$ cat config.mk
export PLATFORM = sky130hd
export DESIGN_NAME = arb21x8
export DESIGN_NICKNAME = d
export VERILOG_FILES = /design/src/rtl/atto_pkg.sv /design/src/rtl/fifo_x8.sv /design/src/rtl/m21x8.sv /design/src/rtl/arb21x8.sv
export SDC_FILE = /design/constraint.sdc
export NUM_CORES = 1
export LEC_CHECK = 0
export CORE_AREA = 2 2 88 90
export DETAILED_ROUTE_END_ITERATION = 10
export DIE_AREA = 0 0 90 92
export PLACE_DENSITY = 0.47
export SLEW_MARGIN = 15
export SYNTH_ARGS = -nofsm -noshare
export SYNTH_HDL_FRONTEND = slang
export SYNTH_SLANG_ARGS = --single-unit
$ cat constraint.sdc
create_clock -name clk -period 3.02 [get_ports clk]
set_clock_uncertainty 0.2 [all_clocks]
set_input_delay 0.604 -clock clk [delete_from_list [all_inputs] [get_ports clk]]
set_output_delay 0.604 -clock clk [all_outputs]
set_load 0.005 [all_outputs]
$ cat src/rtl/atto_pkg.sv
// rtl/atto_pkg.sv - shared select encodings and byte width for the arb21x8 slice
package atto_pkg;
   localparam int   BYTE_W = 8;
   localparam logic SEL_A  = 1'b0;
   localparam logic SEL_B  = 1'b1;
endpackage

$ cat src/rtl/fifo_x8.sv
// rtl/fifo_x8.sv - synchronous byte FIFO with count, head-of-queue read
module fifo_x8
   import atto_pkg::*;
#(
   parameter int DEPTH = 2
)(
   input  logic                   clk,
   input  logic                   reset_n,
   input  logic                   push,
   input  logic                   pop,
   input  logic [BYTE_W-1:0]      din,
   output logic                   full,
   output logic                   empty,
   output logic [BYTE_W-1:0]      head,
   output logic [$clog2(DEPTH):0] count
);
   localparam int AW = $clog2(DEPTH);
   localparam logic [AW:0] FULL_CNT = (AW+1)'(DEPTH);

   logic [BYTE_W-1:0] mem [DEPTH];
   logic [AW-1:0]     wr_ptr;
   logic [AW-1:0]     rd_ptr;
   logic              do_push;
   logic              do_pop;

   assign full    = (count == FULL_CNT);
   assign empty   = (count == '0);
   assign head    = mem[rd_ptr];
   assign do_push = push && !full;
   assign do_pop  = pop && !empty;

   // Storage is not reset; only pointers and count define what is valid.
   always_ff @(posedge clk) begin
      if (do_push) mem[wr_ptr] <= din;
   end

   always_ff @(posedge clk or negedge reset_n) begin
      if (!reset_n) begin
         wr_ptr <= '0;
         rd_ptr <= '0;
         count  <= '0;
      end else begin
         if (do_push) wr_ptr <= wr_ptr + 1'b1;
         if (do_pop)  rd_ptr <= rd_ptr + 1'b1;
         case ({do_push, do_pop})
            2'b10:   count <= count + 1'b1;
            2'b01:   count <= count - 1'b1;
            default: count <= count;
         endcase
      end
   end
endmodule

$ cat src/rtl/m21x8.sv
// rtl/m21x8.sv - 2:1 byte datapath mux
module m21x8
   import atto_pkg::*;
(
   input  logic              sel,
   input  logic [BYTE_W-1:0] a,
   input  logic [BYTE_W-1:0] b,
   output logic [BYTE_W-1:0] y
);
   assign y = (sel == SEL_B) ? b : a;
endmodule

$ cat src/rtl/arb21x8.sv
// rtl/arb21x8.sv - two-channel buffered round-robin byte arbiter driving an m21x8 mux
module arb21x8
   import atto_pkg::*;
#(
   parameter int DEPTH = 2
)(
   input  logic              clk,
   input  logic              reset_n,
   input  logic              a_valid,
   input  logic [BYTE_W-1:0] a_data,
   output logic              a_ready,
   input  logic              b_valid,
   input  logic [BYTE_W-1:0] b_data,
   output logic              b_ready,
   output logic              o_valid,
   output logic [BYTE_W-1:0] o_data,
   input  logic              o_ready,
   output logic              sel
);
   localparam int CW = $clog2(DEPTH) + 1;
   localparam logic [CW-1:0] FULL_CNT = CW'(DEPTH);

   logic              a_full, b_full;
   logic              a_empty, b_empty;
   logic [BYTE_W-1:0] a_head, b_head, mux_y;
   logic [CW-1:0]     a_count, b_count;
   logic              rr;
   logic              load;
   logic              grant;
   logic              gsel;
   logic              pop_a, pop_b;

   assign a_ready = (a_count != FULL_CNT);
   assign b_ready = (b_count != FULL_CNT);

   fifo_x8 #(.DEPTH(DEPTH)) u_fifo_a (
      .clk(clk), .reset_n(reset_n),
      .push(a_valid && !a_full), .pop(pop_a), .din(a_data),
      .full(a_full), .empty(a_empty), .head(a_head), .count(a_count)
   );

   fifo_x8 #(.DEPTH(DEPTH)) u_fifo_b (
      .clk(clk), .reset_n(reset_n),
      .push(b_valid && !b_full), .pop(pop_b), .din(b_data),
      .full(b_full), .empty(b_empty), .head(b_head), .count(b_count)
   );

   // When idle the mux keeps the last granted select so its output stays quiet.
   always_comb begin
      load  = !o_valid || o_ready;
      grant = 1'b0;
      gsel  = sel;
      if (load && (!a_empty || !b_empty)) begin
         grant = 1'b1;
         if (!a_empty && !b_empty) gsel = rr;
         else if (!b_empty)        gsel = SEL_B;
         else                      gsel = SEL_A;
      end
   end

   assign pop_a = grant && (gsel == SEL_A);
   assign pop_b = grant && (gsel == SEL_B);

   m21x8 u_mux (.sel(gsel), .a(a_head), .b(b_head), .y(mux_y));

   always_ff @(posedge clk or negedge reset_n) begin
      if (!reset_n) begin
         o_valid <= 1'b0;
         o_data  <= '0;
         sel     <= SEL_A;
         rr      <= SEL_A;
      end else if (load) begin
         o_valid <= grant;
         if (grant) begin
            o_data <= mux_y;
            sel    <= gsel;
            rr     <= ~gsel;
         end
      end
   end
endmodule

==> flow_summary.toml, run 1 <==
[synth]
synth_area_per_cell_um2 = 14.87
synthFlopType = "edfxtp_1"
ys_types = 30
synth-warning-count = 0
ys_async_sr_fraction_pct = 37.25
synth_top_area_cell = "edfxtp_1"
synth_area_leaders = "edfxtp_1 (45%), dfrtp_1 (22%), mux2_2 (4.2%)"
syn_area_um2 = 2126
synth_nets = 166
synth_top_area_share_pct = 45.20
synthCells = 143
yosysSeqAreaShare_pct = 67.57
synth_edf_count = 32
synth-seq-cells = 51

[timing]
max_freq_mhz = 406.4
finalCritPeriodShare_pct = 81.48
hold_viol = 0
setup_viol = 0
rsz0062_at_grt = "false"
finalMaxSlewViolations = 0
post-route-min-period_ns = 2.461
fin_ws_ns = 0.5592
tns_ns = 0
worstMarginPinSlew_ns = 0.9016
slew-limit-headroom_pct = 39.71

[worst_setup_path]
cp_cell_sequence = "clkdlybuf4s50_1, nor2b_1, nor3_4, ha_1, nor2_1, xor2_1"
end_kind = "register"
crit_path_max_incr_delay_ns = 0.68
path_class = "in2reg"
setup.worst_path.start_class = "primary input"
cp_max_fo = 11
critical_path.top_delay_family = "simple AND/OR/NAND/NOR gates"
worstPathBufferInverterCount = 1
cp_slowest_cell = "nor2b_1"
cp.arrival_ns = 2.49
crit_required_ns = 3.04

[finish]
fillers = 743
nets = 199
layout_common_cells = "clkdlybuf4s50_1 (32), edfxtp_1 (32), dfrtp_1 (19)"
num_antenna_cells = 0
drive_gt1_share_pct = 12.43
multi_input_area_um2 = 641.9
seqCellArea_um2 = 1436
area_growth_pct = 24.43

[placed_design]
dp_hpwl_mm = 3.116
gp_congestion = 0.7493
port_buffers = 32
dp_slack_ns = 0.2689

[min_path]
hold_path_class = "reg2reg"

[detailed_routing]
wl_mm = 4.165
postRouteAntennaNets = 0
drc = 0
viasPerCell = 4.452
wl_per_cell_um = 14.93
via_count = 1242
dr.pass1.iters = 4
drt-initial-drc-count = 61

[clock_network]
cts_post_setup_buffers_inserted = 0
cts-root-buf = "clkbuf_8"
hold_buffers = 0
worstSkewPairLatency_ns = 0.30
cts_resized = 0
cts.clk_slew.worst_paths_ns = 0.08
clock_path_buffers = 2
h-tree-depth = 2
cts_sinks = 51
cts_tree = "built"
cts_buffers = 5

[run]
drv_cap = 0

[die]
std_cell_rows = 32
die_w_um = 90
fp.dieH_um = 92
core-area_um2 = 7447
start_util_pct = 28.55
ios = 33
dieArea_um2 = 8280

[grt]
grt_pass1_wl_mm = 7.017
overflow = 0
grt_max_degree = 20
antenna_found_initial = 0
grt_usage_pct = 10.90
grt_pass1_vias = 1334

[power]
power.leakage_nw = 0.9203
pwr_density_cell_nw_per_um2 = 945.0
ir_drop_mv = 0.2661

[outcome]
status = "complete, no violations"
[registers in the layout (all words and copies together), names as in the netlist]
name / flops
u_fifo_b.mem: 16
u_fifo_b.count: 2
sel: 1
o_data: 8
o_valid: 1
u_fifo_b.wr_ptr: 1
u_fifo_a.rd_ptr: 1
u_fifo_b.rd_ptr: 1
rr: 1
u_fifo_a.mem: 16
u_fifo_a.count: 2
u_fifo_a.wr_ptr: 1
[final timing paths]
path,from,to,slack [ns],depth (start not counted)
setup / recovery,o_ready,u_fifo_b.count[1],0.56,6
hold / removal,u_fifo_b.wr_ptr,u_fifo_b.wr_ptr,0.30,1
setup reg to reg,o_valid,u_fifo_b.count[1],0.91,5
hold reg to reg,u_fifo_b.wr_ptr,u_fifo_b.wr_ptr,0.30,1
max in group asynchronous,reset_n,o_data[7],1.46,1
min in group asynchronous,reset_n,u_fifo_a.count[1],0.60,1
[through the flow]
step	utilization, %	cells	hold WS [ns]	power (W)	instance area (um2)
2_1_floorplan	-	143	0.1084	0.001754	2126
6_report	35.52	279	0.2984	0.002500	2645
5_1_grt	35.52	279	0.3261	0.002689	2645
3_3_place_gp	34.17	271	0.2798	0.002088	2545
3_5_place_dp	34.17	271	0.2844	0.002118	2545
4_1_cts	35.52	279	0.3031	0.002547	2645
[cells by family (layout without fill, tap and decap cells)]
logic type | Yosys count | in the layout | share of synthesized area (%)
compound gates | 37 | 37 | 13.48
xor+xnor | 10 | 10 | 4.120
fa+ha+maj | 2 | 2 | 1.177
buf+inv | 9 | 43 | 2.236
flops | 51 | 51 | 67.57
mux | 8 | 8 | 4.238
simple gates | 26 | 26 | 7.181
[power breakdown]
| part | total (W) | switching, W | internal, W |
|---|---|---|---|
| Sequential | 0.00117 | 0.000182 | 0.000988 |
| Combinational | 0.000907 | 0.000438 | 0.000469 |
| Clock | 0.000422 | 0.000213 | 0.000209 |
[worst reg2reg max path, cell delays in order (launching register included)]
cell     delay [ns]
dfrtp_1        0.37
nor2b_1        0.69
nor3_4         0.12
ha_1           0.36
nor2_1         0.13
xor2_1         0.15
[area by class of cell]
type                            count  area share, %
Clock buffer                        8          3.784
Tap cell                          102          4.825
Timing Repair Buffer               34          12.68
Multi-Input combinational cell     83          24.27
Inverter                            1         0.1419
Sequential cell                    51          54.30
[metal layers]
layer / routed length, um / global-route usage (%) / part of all wire [%]
met5: 0 / 0 / 0
met4: 44 / 3.077 / 1.1
met3: 213 / 3.369 / 5.1
met2: 1878 / 16.92 / 45
met1: 2028 / 14.82 / 49
[Yosys cell counts (all sizes together), types with 2 or more instances]
cell type / n
nand2b: 3
nor2b: 9
and3: 2
nand2: 3
o31ai: 8
ha: 2
edfxtp: 32
mux2: 8
nor2: 5
buf: 7
xor2: 4
a2111oi: 8
dfrtp: 19
xnor2: 6
or2: 2
o21ai: 8
a31oi: 8
(Power assumes the default switching activity.)
==> run 2: changes to the inputs <==
Settings changed: PLACE_DENSITY 0.47 to 0.49.
Clock period 3.02 ns to 2 ns, I/O delays scaled along.
==> run 2 against run 1 <==
Net effect: design area increased by 5.1%; non-clock buffer count increased by 15; flip-flop and latch count unchanged; cell count increased by 5.4%; via count increased by 5.0%; worst setup slack got worse by 0.49 ns; critical path type is now reg2out; highest routed layer unchanged.
==> flow_summary.toml, run 2 (same netlist as run 1, synthesis figures left out) <==
[clock_network]
h-tree-depth = 2
worstSkewPairLatency_ns = 0.30
cts.clk_slew.worst_paths_ns = 0.10
clock_path_buffers = 2
cts_sinks = 51
cts-root-buf = "clkbuf_8"
cts_tree = "built"
cts_buffers = 5

[finish]
drive_gt1_share_pct = 21.35
layout_common_cells = "edfxtp_1 (32), clkdlybuf4s50_1 (31), dfrtp_1 (18)"
final_common_cell = "edfxtp_1"
num_antenna_cells = 0
reg_top3 = "u_fifo_a.mem: 16 flops, u_fifo_b.mem: 16 flops, o_data: 8 flops"
fin_cells = 294
fillers = 746
nets = 214
area_growth_pct = 30.78

[outcome]
status = "complete, no violations"

[timing]
hold_viol = 0
rsz0062_at_grt = "true"
setup_viol = 0
worstMarginPinSlew_ns = 0.5531
max_freq_mhz = 516.7
finalCritPeriodShare_pct = 96.77
finalMaxSlewViolations = 0
holdWs_ns = 0.2225
slew-limit-headroom_pct = 62.17
post-route-min-period_ns = 1.935

[grt]
grt_max_degree = 20
overflow = 0
grt_pass1_wl_mm = 7.051
grt_usage_pct = 10.72
grt_pass1_vias = 1411
antenna_found_initial = 0

[worst_setup_path]
crit-reg2reg-launch = "u_fifo_a.count[0]"
cp_slowest_cell = "clkdlybuf4s50_1"
path_class = "reg2out"
reg2reg_depth = 7
cp.depth = 2
cp_max_fo = 3
crit_path_max_incr_delay_ns = 0.51
r2r_end = "u_fifo_a.count[1]"
critical_path.top_delay_family = "buffers and inverters"
crit_required_ns = 1.40
reg2reg_slack_ns = 0.13
cp.arrival_ns = 1.34
cp_cell_sequence = "nand2b_1, clkdlybuf4s50_1"
setup.worst_path.start_class = "register"
worstPathBufferInverterCount = 1
end_kind = "output port"

[power]
pwr_density_cell_nw_per_um2 = 1442
power.leakage_nw = 1.002
ir_drop_mv = 0.5758

[placed_design]
gp_congestion = 0.8122
dpl.cell_count = 283
port_buffers = 32
dp_hpwl_mm = 3.099

[die]
core-area_um2 = 7447
dieArea_um2 = 8280
ios = 33
std_cell_rows = 32
fp.dieH_um = 92
start_util_pct = 28.55
die_w_um = 90

[detailed_routing]
via_count = 1304
drt-initial-drc-count = 54
postRouteAntennaNets = 0
dr.pass1.iters = 4
wl_per_cell_um = 13.91
drc = 0
viasPerCell = 4.435
wl_mm = 4.089

[min_path]
hold_path_class = "in2async"

[run]
drv_cap = 0
[run 2: power by group]
group	leakage (nW)	total (W)	switching [W]	internal, W
clock network	0.0581	0.000716	0.000343	0.000373
logic	0.423	0.00157	0.000723	0.000849
registers	0.520	0.00172	0.000229	0.00149
[run 2: how the worst max path moves through the flow]
stage	startpoint	to	slack (ns)
final	u_fifo_a.count[1]	a_ready	0.06
after global routing	u_fifo_a.count[0]	u_fifo_a.count[1]	-0.007
after CTS	u_fifo_a.count[0]	u_fifo_a.count[1]	0.04
after detailed placement	o_ready	u_fifo_b.count[1]	-0.33
after global placement	o_ready	u_fifo_b.count[1]	-0.28
after floorplan	u_fifo_a.count[0]	u_fifo_a.count[1]	0.12
[run 2: cell type report]
type	instances	area (um2)	share of cell area, %
multi-input combinational	83	651.9	23.45
inverter	1	3.754	0.1350
timing repair buffer	49	446.7	16.07
clock inverter	3	43.79	1.575
sequential	51	1438	51.71
tap	102	127.6	4.590
clock buffer	5	68.82	2.475
[run 2: worst reg2reg max path: cells and delay by family (launching register included)]
family / cells / cell delay (ns)
xor+xnor: 1 / 0.16
fa+ha+maj: 1 / 0.33
simple gates: 1 / 0.15
buf+inv: 2 / 0.29
flops: 1 / 0.39
compound gates: 2 / 0.29
[run 2: through the flow]
stage | setup slack, ns | area, um2 | power (W) | setup TNS, ns | utilization (%)
2_1_floorplan | 0.1160 | 2126 | 0.002649 | 0 | -
3_3_place_gp | -0.2804 | 2635 | 0.003252 | -1.768 | 35.38
6_report | 0.06452 | 2780 | 0.004010 | 0 | 37.33
4_1_cts | 0.03835 | 2765 | 0.004048 | 0 | 37.13
5_1_grt | -0.007122 | 2780 | 0.004306 | -0.007122 | 37.33
3_5_place_dp | -0.3322 | 2635 | 0.003301 | -2.292 | 35.38
[run 2: metal layers]
layer	vias to the layer above	GRT usage, %	wire length, um
li1	636	-	-
met1	628	14.54	1937
met2	35	16.92	1886
met3	5	2.958	233
met4	0	3.077	31
met5	-	0	0
[run 2: repair_timing]
| action | 4_1_cts | 5_1_grt |
|---|---|---|
| endpoints found under the setup margin | 3 | 2 |
| endpoints found under the hold margin | 0 | 0 |
| gates resized for setup | 3 | 2 |
| setup buffers | 2 | 1 |
| hold buffers | 0 | 0 |
